--- config.mk ---
export PLATFORM = sky130hd
export DESIGN_NAME = sseg_display_driver
export DESIGN_NICKNAME = d
export VERILOG_FILES = /design/src/rtl/sseg_display_driver.sv
export SDC_FILE = /design/constraint.sdc
export NUM_CORES = 1
export LEC_CHECK = 0
export BUFFER_PORTS_ARGS = -buffer_cell sky130_fd_sc_hd__clkbuf_2
export CORE_UTILIZATION = 30
export DETAILED_ROUTE_END_ITERATION = 8
export GPL_ROUTABILITY_DRIVEN = 1
export SYNTH_ARGS = -nofsm -noshare
export SYNTH_HDL_FRONTEND = slang
export SYNTH_SLANG_ARGS = --single-unit
--- constraint.sdc ---
create_clock -name i_Clk -period 2.7 [get_ports i_Clk]
set_clock_uncertainty 0.1 [all_clocks]
set_input_delay 0.135 -clock i_Clk [delete_from_list [all_inputs] [get_ports i_Clk]]
set_output_delay 0.135 -clock i_Clk [all_outputs]
set_load 0.03 [all_outputs]
--- src/rtl/sseg_display_driver.sv ---
// Two-digit seven-segment driver: converts a 7-bit binary count to BCD with a
// sequential double-dabble and latches active-low segment patterns on completion.
module sseg_display_driver #(
  parameter int LEADING_ZERO_BLANK = 1
) (
  input  logic       i_Clk,
  input  logic       i_Rst,
  input  logic [6:0] i_Value,
  input  logic       i_Load,
  output logic       o_Busy,
  output logic       o_Done,
  output logic [6:0] o_Seg1,
  output logic [6:0] o_Seg2
);

  typedef enum logic [1:0] {IDLE, SHIFT, UPDATE} state_t;

  localparam logic [6:0] SEG_BLANK = 7'b1111111;
  localparam logic [6:0] SEG_DASH  = 7'b1111110;

  state_t     r_State;
  state_t     w_NextState;
  logic [6:0] r_Bin;
  logic [9:0] r_Bcd;
  logic [2:0] r_Step;
  logic [3:0] w_OnesAdj;
  logic [3:0] w_TensAdj;
  logic       w_Overflow;
  logic [6:0] w_Seg1;
  logic [6:0] w_Seg2;

  function automatic logic [6:0] f_Decode(input logic [3:0] i_Digit);
    logic [6:0] v_Seg;
    case (i_Digit)
      4'd0:    v_Seg = 7'b0000001;
      4'd1:    v_Seg = 7'b1001111;
      4'd2:    v_Seg = 7'b0010010;
      4'd3:    v_Seg = 7'b0000110;
      4'd4:    v_Seg = 7'b1001100;
      4'd5:    v_Seg = 7'b0100100;
      4'd6:    v_Seg = 7'b0100000;
      4'd7:    v_Seg = 7'b0001111;
      4'd8:    v_Seg = 7'b0000000;
      4'd9:    v_Seg = 7'b0000100;
      default: v_Seg = SEG_BLANK;
    endcase
    return v_Seg;
  endfunction

  always_ff @(posedge i_Clk or posedge i_Rst) begin
    if (i_Rst) r_State <= IDLE;
    else       r_State <= w_NextState;
  end

  always_comb begin
    w_NextState = r_State;
    case (r_State)
      IDLE:    if (i_Load) w_NextState = SHIFT;
      SHIFT:   if (r_Step == 3'd6) w_NextState = UPDATE;
      UPDATE:  w_NextState = IDLE;
      default: w_NextState = IDLE;
    endcase
  end

  // Hundreds never exceeds 1 for a 7-bit input, so only tens/ones need the +3 correction.
  always_comb begin
    w_OnesAdj  = (r_Bcd[3:0] >= 4'd5) ? r_Bcd[3:0] + 4'd3 : r_Bcd[3:0];
    w_TensAdj  = (r_Bcd[7:4] >= 4'd5) ? r_Bcd[7:4] + 4'd3 : r_Bcd[7:4];
    w_Overflow = (r_Bcd[9:8] != 2'd0);
    w_Seg2     = w_Overflow ? SEG_DASH : f_Decode(r_Bcd[3:0]);
    if (w_Overflow)
      w_Seg1 = SEG_DASH;
    else if ((r_Bcd[7:4] == 4'd0) && (LEADING_ZERO_BLANK != 0))
      w_Seg1 = SEG_BLANK;
    else
      w_Seg1 = f_Decode(r_Bcd[7:4]);
  end

  always_ff @(posedge i_Clk or posedge i_Rst) begin
    if (i_Rst) begin
      r_Bin  <= 7'd0;
      r_Bcd  <= 10'd0;
      r_Step <= 3'd0;
      o_Busy <= 1'b0;
      o_Done <= 1'b0;
      o_Seg1 <= SEG_BLANK;
      o_Seg2 <= SEG_BLANK;
    end else begin
      o_Done <= 1'b0;
      case (r_State)
        IDLE: begin
          if (i_Load) begin
            r_Bin  <= i_Value;
            r_Bcd  <= 10'd0;
            r_Step <= 3'd0;
            o_Busy <= 1'b1;
          end
        end
        SHIFT: begin
          r_Bcd  <= {r_Bcd[8], w_TensAdj, w_OnesAdj, r_Bin[6]};
          r_Bin  <= {r_Bin[5:0], 1'b0};
          r_Step <= r_Step + 3'd1;
        end
        UPDATE: begin
          o_Seg1 <= w_Seg1;
          o_Seg2 <= w_Seg2;
          o_Done <= 1'b1;
          o_Busy <= 1'b0;
        end
        default: ;
      endcase
    end
  end

endmodule

* Word-level counts from Yosys, hierarchy flattened *
Memories as Yosys holds them, arrays and structs flattened.
Index checks and enable logic that the tools add are counted.

storage, ports and cells
  register bits after elaboration = 38
  latch bits = 0
  memory bits (writable) = 0
  bits in read-only memories = 224
  bits of input ports = 10
  output and inout port bits = 16
  logic and storage cells = 45
  memories = 2

operators by class
  add/subtract/negate cells = 3
  multipliers = 0
  div/mod/pow operators = 0
  order comparisons = 2
  equal/unequal tests = 5
  shift operators = 0
  mux-type cells = 17
  bitwise gates (word level) = 0
  reduce and logical (&&, ||, !) cells = 8

memory list
  name              depth  width  read ports  clocked after memory_dff  wr ports  RTL line  RTL
  (name not given)  16     7      1           0                         0         34        case (i_Digit)
  (name not given)  16     7      1           0                         0         34

operator list
  operator                                              number
  2-to-1 mux 7 bit                                      4
  one-hot mux 10 bit (2 select lines)                   1
  one-hot mux 7 bit (2 select lines)                    1
  2-to-1 mux 10 bit                                     1
  adder 4 x 2 -> 4 bit (second input constant)          2
  >= comparator 4 x 3 -> 1 bit (second input constant)  2
  2-to-1 mux 4 bit                                      2
  one-hot mux 3 bit (2 select lines)                    1
  AND reduction 2 bit                                   3
  nonzero test 2 bit                                    3
  logical NOT 4 bit                                     1
  2-to-1 mux 2 bit                                      2
  != test 2 bit (second input constant)                 2
  one-hot mux 2 bit (2 select lines)                    1
  adder 3 x 1 -> 3 bit (second input constant)          1
  equality test 3 bit (second input constant)           1
  2-to-1 mux 3 bit                                      1
  equality test 2 x 1 -> 1 bit (second input constant)  1
  equality test 2 bit (second input constant)           1
  logical NOT 2 bit                                     1
  2-to-1 mux 1 bit                                      2
  one-hot mux 1 bit (2 select lines)                    1

* Longest topological paths before layout *
Gate-level depths: netlist of run 1.

  depth after elaboration = 3
  gate-level depth with buffers = 7
  gate-level depth less buffers = 7

* Least setup slack after synthesis of run 1 *
Ideal clock, no wire load.

  path type = reg-to-reg
  start = register r_Bcd[0]
  end = register r_Bcd[3]
  library setup time = 0.134 ns
  data arrival time = 1.379 ns
  data required time = 2.466 ns
  path slack = 1.087 ns
  stages on the path, launching flop included = 7
  buffers on the path = 0
  period minus slack after synthesis = 1.613 ns
  cell sequence = dfrtp_1 -> inv_1 -> ha_1 -> ha_1 -> o21bai_1 -> a22oi_1 -> o21ai_0

on the way
  cells in the longest elaborated chain, start to end = 3
  elaborated cells on any way between the ends = 4
  those cells by class = add/sub: 1; order compare: 1; mux: 2

RTL lines
  item                                                                  RTL line  RTL
  start, declared                                                       24        logic [9:0] r_Bcd;
  start signal, assigned                                                100       r_Bcd <= {r_Bcd[8], w_TensAdj, w_OnesAdj, r_Bin[6]};
  adder 4 x 2 -> 4 bit or >= comparator 4 x 3 -> 1 bit (tied branches)  67        w_OnesAdj = (r_Bcd[3:0] >= 4'd5) ? r_Bcd[3:0] + 4'd3 : r_Bcd[3:0];
  2-to-1 mux 4 bit (*)                                                  67
  one-hot mux 10 bit (2 select lines) (*)                               90        case (r_State)

Every way passes the cells marked *; elsewhere a longest branch is shown, timed or not.
A chain may end at the register's enable or synchronous reset.

* Worst setup path in the final report of run 1 *
  start = register r_State[0]
  end = register r_Bcd[6]

on the way
  cells in the longest elaborated chain, start to end = 3
  elaborated cells on any way between the ends = 6
  those cells by class = eq/ne: 2; mux: 1; reduce/logical: 3

RTL lines
  item                                                                  RTL line  RTL
  start, declared                                                       21        state_t r_State;
  start signal, assigned                                                52        else r_State <= w_NextState;
  equality test 2 x 1 -> 1 bit or logical NOT 2 bit (tied branches)     90
  nonzero test 2 bit (no source line) or != test 2 bit (tied branches)  n/a
  AND reduction 2 bit (no source line)                                  n/a

Parallel ways exist; a longest one is shown, timed or not.

==> out/metrics.cfg, run 1 <==
[power]
sw_frac_of_total_pct=44.54
p_leak_uw=0.001043
clockPowerShare_pct=13.5
p_sw_uw=1338
vdd_drop_max_mv=0.3859
power-per-cell-area_nw_per_um2=1254
p_int_uw=1666
p_seq_share_pct=38.6
p_comb_share_pct=47.9

[finish]
num_antenna_cells=0
multi_input_area_um2=1016
instances_no_fill=344
final_cell_mix=clkbuf_2 (25), dfrtp_1 (24), nand2_1 (23)
final_area_um2=2395
final_common_cell=clkbuf_2
seqCellArea_um2=968.4
n_fill_cell=716
finalNetCount=272
synthToLayoutAreaGrowth_pct=12.79
fin_util_pct=35.05
drive_gt1_share_pct=23.39

[place]
post-place-ws_ns=0.8363
place_area_um2=2293
hpwl_um=2728
port_buffers=25
place_congestion=0.7992
dp.cells=335

[setup_path]
r2r_slack_ns=0.83
cp-end-kind=flip-flop
critPathMaxFanout=17
r2r_start=r_State[0]
r2r_end=r_Bcd[6]
critPathKind=reg2reg
critical-path-max-stage-delay_ns=0.64
critPathArrivalTime_ns=1.96
critPathLaunchType=flip-flop
slowest_stage=o21bai_1
reg2regPathDepth=4
crit_required_ns=2.79
crit_chain=o21bai_1 -> buf_4 -> nand2_1 -> o311ai_1

[sta]
rsz0062_at_grt=false
fin_crit_ns=1.866
period_share_pct=69.10
slew_headroom_pct=54.99
setup_viol=0
fmax_mhz=536.0
tns_ns=0
tightestPinTransition_ns=0.6737
drv_slew=0
setup_ws_ns=0.8342
hold_violations=0

[drt]
drtIter0Drc=103
drc=0
vias=1567
wl_per_cell_um=11.62
route.antenna.remaining_nets=0
viasPerCell=4.555
drt-pass1-iter-count=4
routed_wl_um=3998

[synth]
synth_top_family_by_area=compound AO/OA/AOI/OAI gates
synth_area_um2=2123
syn_nets=249
yosys.area_share.simple_pct=15.97
synth_xor_area_share_pct=0.8250
yosysTopAreaCellShare_pct=28.29
synth_top_cell_by_area=dfrtp_1
synth_mux_area_share_pct=1.061
syn_inst=224
synth_cell_types=40
synthAdderAreaFrac_pct=8.839
synth-compound-area-share_pct=21.15
ys_ff_latch=38
synth_area_per_cell_um2=9.479
yosysSeqAreaShare_pct=45.61
synth_area_leaders=dfrtp_1 (28%), dfstp_2 (17%), ha_1 (8.8%)
yosys_warnings=0

[floorplanning]
io-pin-count=26
core_area_um2=6832
die_h_um=86.13
start_util_pct=31.08
die-width_um=86.13
rows=30
die_area_um2=7418

[clock_tree]
clockBufferDepth=2
clk_latency_ns=0.29
clkSinkCount=38
clk_pin_slew_ns=0.07
cts_inserted_buffers=5
root_buffer=clkbuf_8
cts_tree=done
h-tree-depth=2
ctsResizeCount=0

[grt]
grt_first_pass_wirelength_um=6934
grt_use_total_pct=11.97
grt.overflow.total=0
antenna_found_initial=0
grt_pass1_vias=1460
grt_max_degree=39

[hold_path]
hp-start=i_Value[3]
min_path_cells=3
hold-path-endpoint=r_Bin[3]
hp-class=in2reg

[status]
status=completed

[flow_run]
maxCapViolations=0

[through the flow]
stage / power, uW / hold slack (ns)
2_1_floorplan: 2330 / 0.2170
3_3_place_gp: 2601 / 0.1630
3_5_place_dp: 2620 / 0.1659
4_1_cts: 3047 / 0.04364
5_1_grt: 3293 / 0.08506
6_report: 3004 / 0.05205
[kinds of logic (layout without fill, tap and decap cells)]
logic type,count (synthesis),in the layout
XOR/XNOR,2,2
flip-flops,38,38
buffers and inverters,24,48
AO/OA/AOI/OAI,75,75
multiplexers,2,2
adder cells (fa/ha/maj),15,15
AND/OR/NAND/NOR,68,68
[cell usage after synthesis]
master	n
ha_1	15
a22o_1	3
inv_1	11
clkbuf_1	1
o311ai_1	2
a21oi_2	1
a31o_2	1
nand3_1	2
nor2_4	1
nor3_1	2
a31o_1	1
mux2_2	2
nand2b_1	6
buf_6	5
o21ai_1	7
or2_0	1
a21o_1	2
nor2b_1	4
nand3b_1	1
a22oi_1	4
buf_2	6
nand2_1	23
o21bai_1	2
xnor2_1	2
dfrtp_1	24
nor2b_4	1
o21ba_2	1
a21oi_1	21
nand3_2	1
o32a_1	1
nor3b_1	4
buf_4	1
and2b_1	1
and3_1	1
dfstp_2	14
o21ai_0	20
o21a_1	2
nor2_2	1
a31oi_1	7
nor2_1	19
[area by class of cell]
type | instances | area share (%)
multi-input cells | 162 | 42.42
flip-flops and latches | 38 | 40.44
repair buffers | 29 | 6.583
well taps | 96 | 5.016
clock buffers | 7 | 3.605
inverters | 11 | 1.724
clock inverters | 1 | 0.2090
[registers in the layout, indices dropped and copies added, names as in the netlist]
signal	count
o_Seg2	7
o_Busy	1
r_State	2
o_Done	1
r_Step	3
r_Bin	7
o_Seg1	7
r_Bcd	10
[worst max-delay path: cells and delay by family (launching register included)]
kind	cells	cell delay, ns
buffers and inverters	1	0.30
AND/OR/NAND/NOR	1	0.07
flip-flops	1	0.57
AO/OA/AOI/OAI	2	0.73
[how the worst max path moves through the flow]
stage	to	slack, ns	from
floorplan	r_Bcd[3]	1.09	r_Bcd[0]
global route	r_Bcd[6]	0.70	r_State[0]
finish	r_Bcd[6]	0.83	r_State[0]
CTS	r_Bcd[6]	0.82	r_State[0]
detailed placement	r_Bcd[6]	0.84	r_State[0]
global placement	r_Bcd[6]	0.88	r_State[0]
[what timing repair did]
| item | in CTS | in global routing |
|---|---|---|
| endpoints found under the hold margin | 24 | 0 |
| setup buffers | 0 | 0 |
| hold buffers | 1 | 0 |
[metal layers]
layer	GRT usage, %	wire [um]	vias to the layer above
met2	18.61	1717	34
met5	0	0	-
met4	4.545	46	0
met3	2.984	152	6
li1	-	-	813
met1	16.01	2080	714
[power by group through the flow]
| stage | Combinational (uW) | Clock, uW | Sequential (uW) |
|---|---|---|---|
| 2_1_floorplan | 1060 | 0 | 1270 |
| 3_3_place_gp | 1430 | 0 | 1170 |
| 3_5_place_dp | 1450 | 0 | 1170 |
| 4_1_cts | 1460 | 427 | 1160 |
| 5_1_grt | 1640 | 445 | 1210 |
| 6_report | 1440 | 407 | 1160 |
(Power assumes the default switching activity.)
==> inputs of run 2 (changes only) <==
- clock period: 2.7 -> 1.55 ns (I/O delays scaled with it)
==> run 2 against run 1 <==
Net effect:
- routed wire length grew 3.3%
- non-clock buffer count grew 19
- worst setup slack lost 0.80 ns
- cell count grew 5.5%
- critical path type unchanged
- worst hold slack lost 0.031 ns
- first-iteration DRC count shrank 24%
- core utilization grew 2.9 points
- highest routed layer unchanged
- power grew 91%
- maximum frequency grew 23%
- largest power group unchanged
- sequential share of layout area shrank 3.1 points
==> out/metrics.cfg, run 2 (synthesis results as in run 1) <==
[status]
status=completed  ; unchanged

[hold_path]
hp-class=in2reg  ; unchanged
hp-start=i_Value[6]  ; was i_Value[3]

[setup_path]
r2r_start=r_Bcd[5]  ; was r_State[0]
startpoint=r_Bcd[5]  ; was r_State[0]
critPathArrivalTime_ns=1.57  ; was 1.96 ns
crit_required_ns=1.61  ; was 2.79 ns
critPathLaunchType=flip-flop  ; unchanged
cp-end-kind=flip-flop  ; unchanged
critPathKind=reg2reg  ; unchanged
critPathMaxFanout=4  ; was 17

[clock_tree]
cts_setup_buffers=0  ; unchanged
clockBufferDepth=2  ; unchanged
cts_inserted_buffers=5  ; unchanged
clk_latency_ns=0.29  ; about the same
h-tree-depth=2  ; unchanged
cts_tree=done  ; unchanged
root_buffer=clkbuf_8  ; unchanged
clk_pin_slew_ns=0.08  ; was 0.07 ns
clkSinkCount=38  ; unchanged

[place]
hpwl_um=2911  ; was 2728 um
place_congestion=0.8337  ; was 0.7992
port_buffers=25  ; unchanged
place_area_um2=2434  ; was 2293 um^2

[drt]
dr_wl_met3_um=180  ; was 152 um
wl_met1_um=2144  ; was 2080 um
route.antenna.remaining_nets=0  ; unchanged
drt-pass1-iter-count=4  ; unchanged
viasPerCell=4.565  ; was 4.555
wl_per_cell_um=11.38  ; was 11.62 um
drc=0  ; unchanged
highest_layer=met4  ; unchanged
drtIter0Drc=78  ; was 103
wl_met2_um=1771  ; was 1717 um
vias=1657  ; was 1567
routed_wl_um=4130  ; was 3998 um

[finish]
seqCellArea_um2=969.7  ; was 968.4 um^2
n_fill_cell=721  ; was 716
num_antenna_cells=0  ; unchanged
drive_gt1_share_pct=31.84  ; was 23.39%
synthToLayoutAreaGrowth_pct=22.27  ; was 12.79%
multi_input_area_um2=1069  ; was 1016 um^2
largest_reg_flops=10  ; unchanged
final_common_cell=clkbuf_2  ; unchanged
final_cell_mix=clkbuf_2 (25), nand2_1 (23), dfrtp_1 (23)  ; was clkbuf_2 (25), dfrtp_1 (24), nand2_1 (23)
finalNetCount=291  ; was 272
largest_register=r_Bcd  ; unchanged
final_area_um2=2596  ; was 2395 um^2

[sta]
fmax_mhz=660.3  ; was 536.0 MHz
setup_viol=0  ; unchanged
rsz0062_at_grt=true  ; was false
slew_headroom_pct=67.75  ; was 54.99%
tightestPinTransition_ns=0.4838  ; was 0.6737 ns
period_share_pct=97.71  ; was 69.10%
fin_crit_ns=1.514  ; was 1.866 ns
hold_violations=0  ; unchanged
drv_slew=0  ; unchanged

[power]
finalPower_uw=5725  ; was 3004 uW
vdd_drop_max_mv=0.5547  ; was 0.3859 mV
power-per-cell-area_nw_per_um2=2205  ; was 1254 nW/um^2
p_leak_uw=0.001137  ; was 0.001043 uW

[floorplanning]
rows=30  ; unchanged
io-pin-count=26  ; unchanged
die_area_um2=7418  ; unchanged
start_util_pct=31.08  ; unchanged
die_h_um=86.13  ; unchanged
die-width_um=86.13  ; unchanged
core_area_um2=6832  ; unchanged

[grt]
grt_pass1_vias=1522  ; was 1460
antenna_found_initial=0  ; unchanged
grt.overflow.total=0  ; unchanged
grt_use_total_pct=12.21  ; was 11.97%
grt_max_degree=39  ; unchanged
grt_first_pass_wirelength_um=7169  ; was 6934 um

[flow_run]
maxCapViolations=0  ; unchanged

-- run 2: changes by cell type in the layout (fill, tap and decap cells not counted), moves of 2 or more --
cell,delta
buf_4,+17
ha_1,-4
ha_4,+3
o21ai_0,-3
o21ai_1,+3
dlygate4sd3_1,+2
inv_1,-2
inv_2,+2
-- run 2: worst max-delay path, cell delays in order (launching register included) --
cell and delay, ns:
dfrtp_1 0.38, inv_1 0.12, ha_2 0.24, nor2b_2 0.19
o21ba_2 0.17, xnor2_1 0.11, o21ai_0 0.08
-- run 2: where the power goes --
part	total, uW	internal (uW)	switching (uW)
registers	1870	1540	328
logic	3160	1370	1790
clock network	701	359	342
-- run 2: final cells by class --
class / instances / share of cell area, %
Multi-Input combinational cell: 162 / 41.16
Clock inverter: 1 / 0.1928
Clock buffer: 7 / 3.325
Inverter: 11 / 1.590
Tap cell: 96 / 4.626
Sequential cell: 38 / 37.35
Timing Repair Buffer: 48 / 11.76
-- run 2: metal layers --
layer / up-vias / GRT usage (%)
met5: - / 0
met4: 0 / 3.182
met2: 36 / 18.83
li1: 860 / -
met3: 4 / 2.984
met1: 757 / 17.09
-- run 2: timing repair --
action,4_1_cts,5_1_grt
hold buffers,3,0
endpoints found under the setup margin,0,10
resized for setup,0,10
endpoints found under the hold margin,26,0
-- run 2: final timing paths --
| path | endpoint | slack, ns | cells past startpoint |
|---|---|---|---|
| max | r_Bcd[5] | 0.04 | 6 |
| min in group asynchronous | r_Step[0] | 0.33 | 4 |
| min reg2reg | r_Bin[3] | 0.39 | 2 |
| max in group asynchronous | o_Seg1[0] | 0.65 | 4 |
| max reg2reg | r_Bcd[5] | 0.04 | 6 |
| min | r_Bin[6] | 0.02 | 3 |
-- run 2: metrics by stage --
| stage | hold WS, ns | instances | utilization [%] | setup TNS (ns) | setup WS (ns) |
|---|---|---|---|---|---|
| floorplan | 0.1595 | 224 | - | 0 | 0.01637 |
| global placement | 0.1117 | 352 | 35.62 | 0 | 0.03166 |
| detailed placement | 0.1123 | 352 | 35.62 | 0 | 0.01695 |
| CTS | 0.01549 | 363 | 37.40 | 0 | 0.003637 |
| global route | 0.06849 | 363 | 38.00 | -0.1407 | -0.05863 |
| finish | 0.02087 | 363 | 38.00 | 0 | 0.03551 |
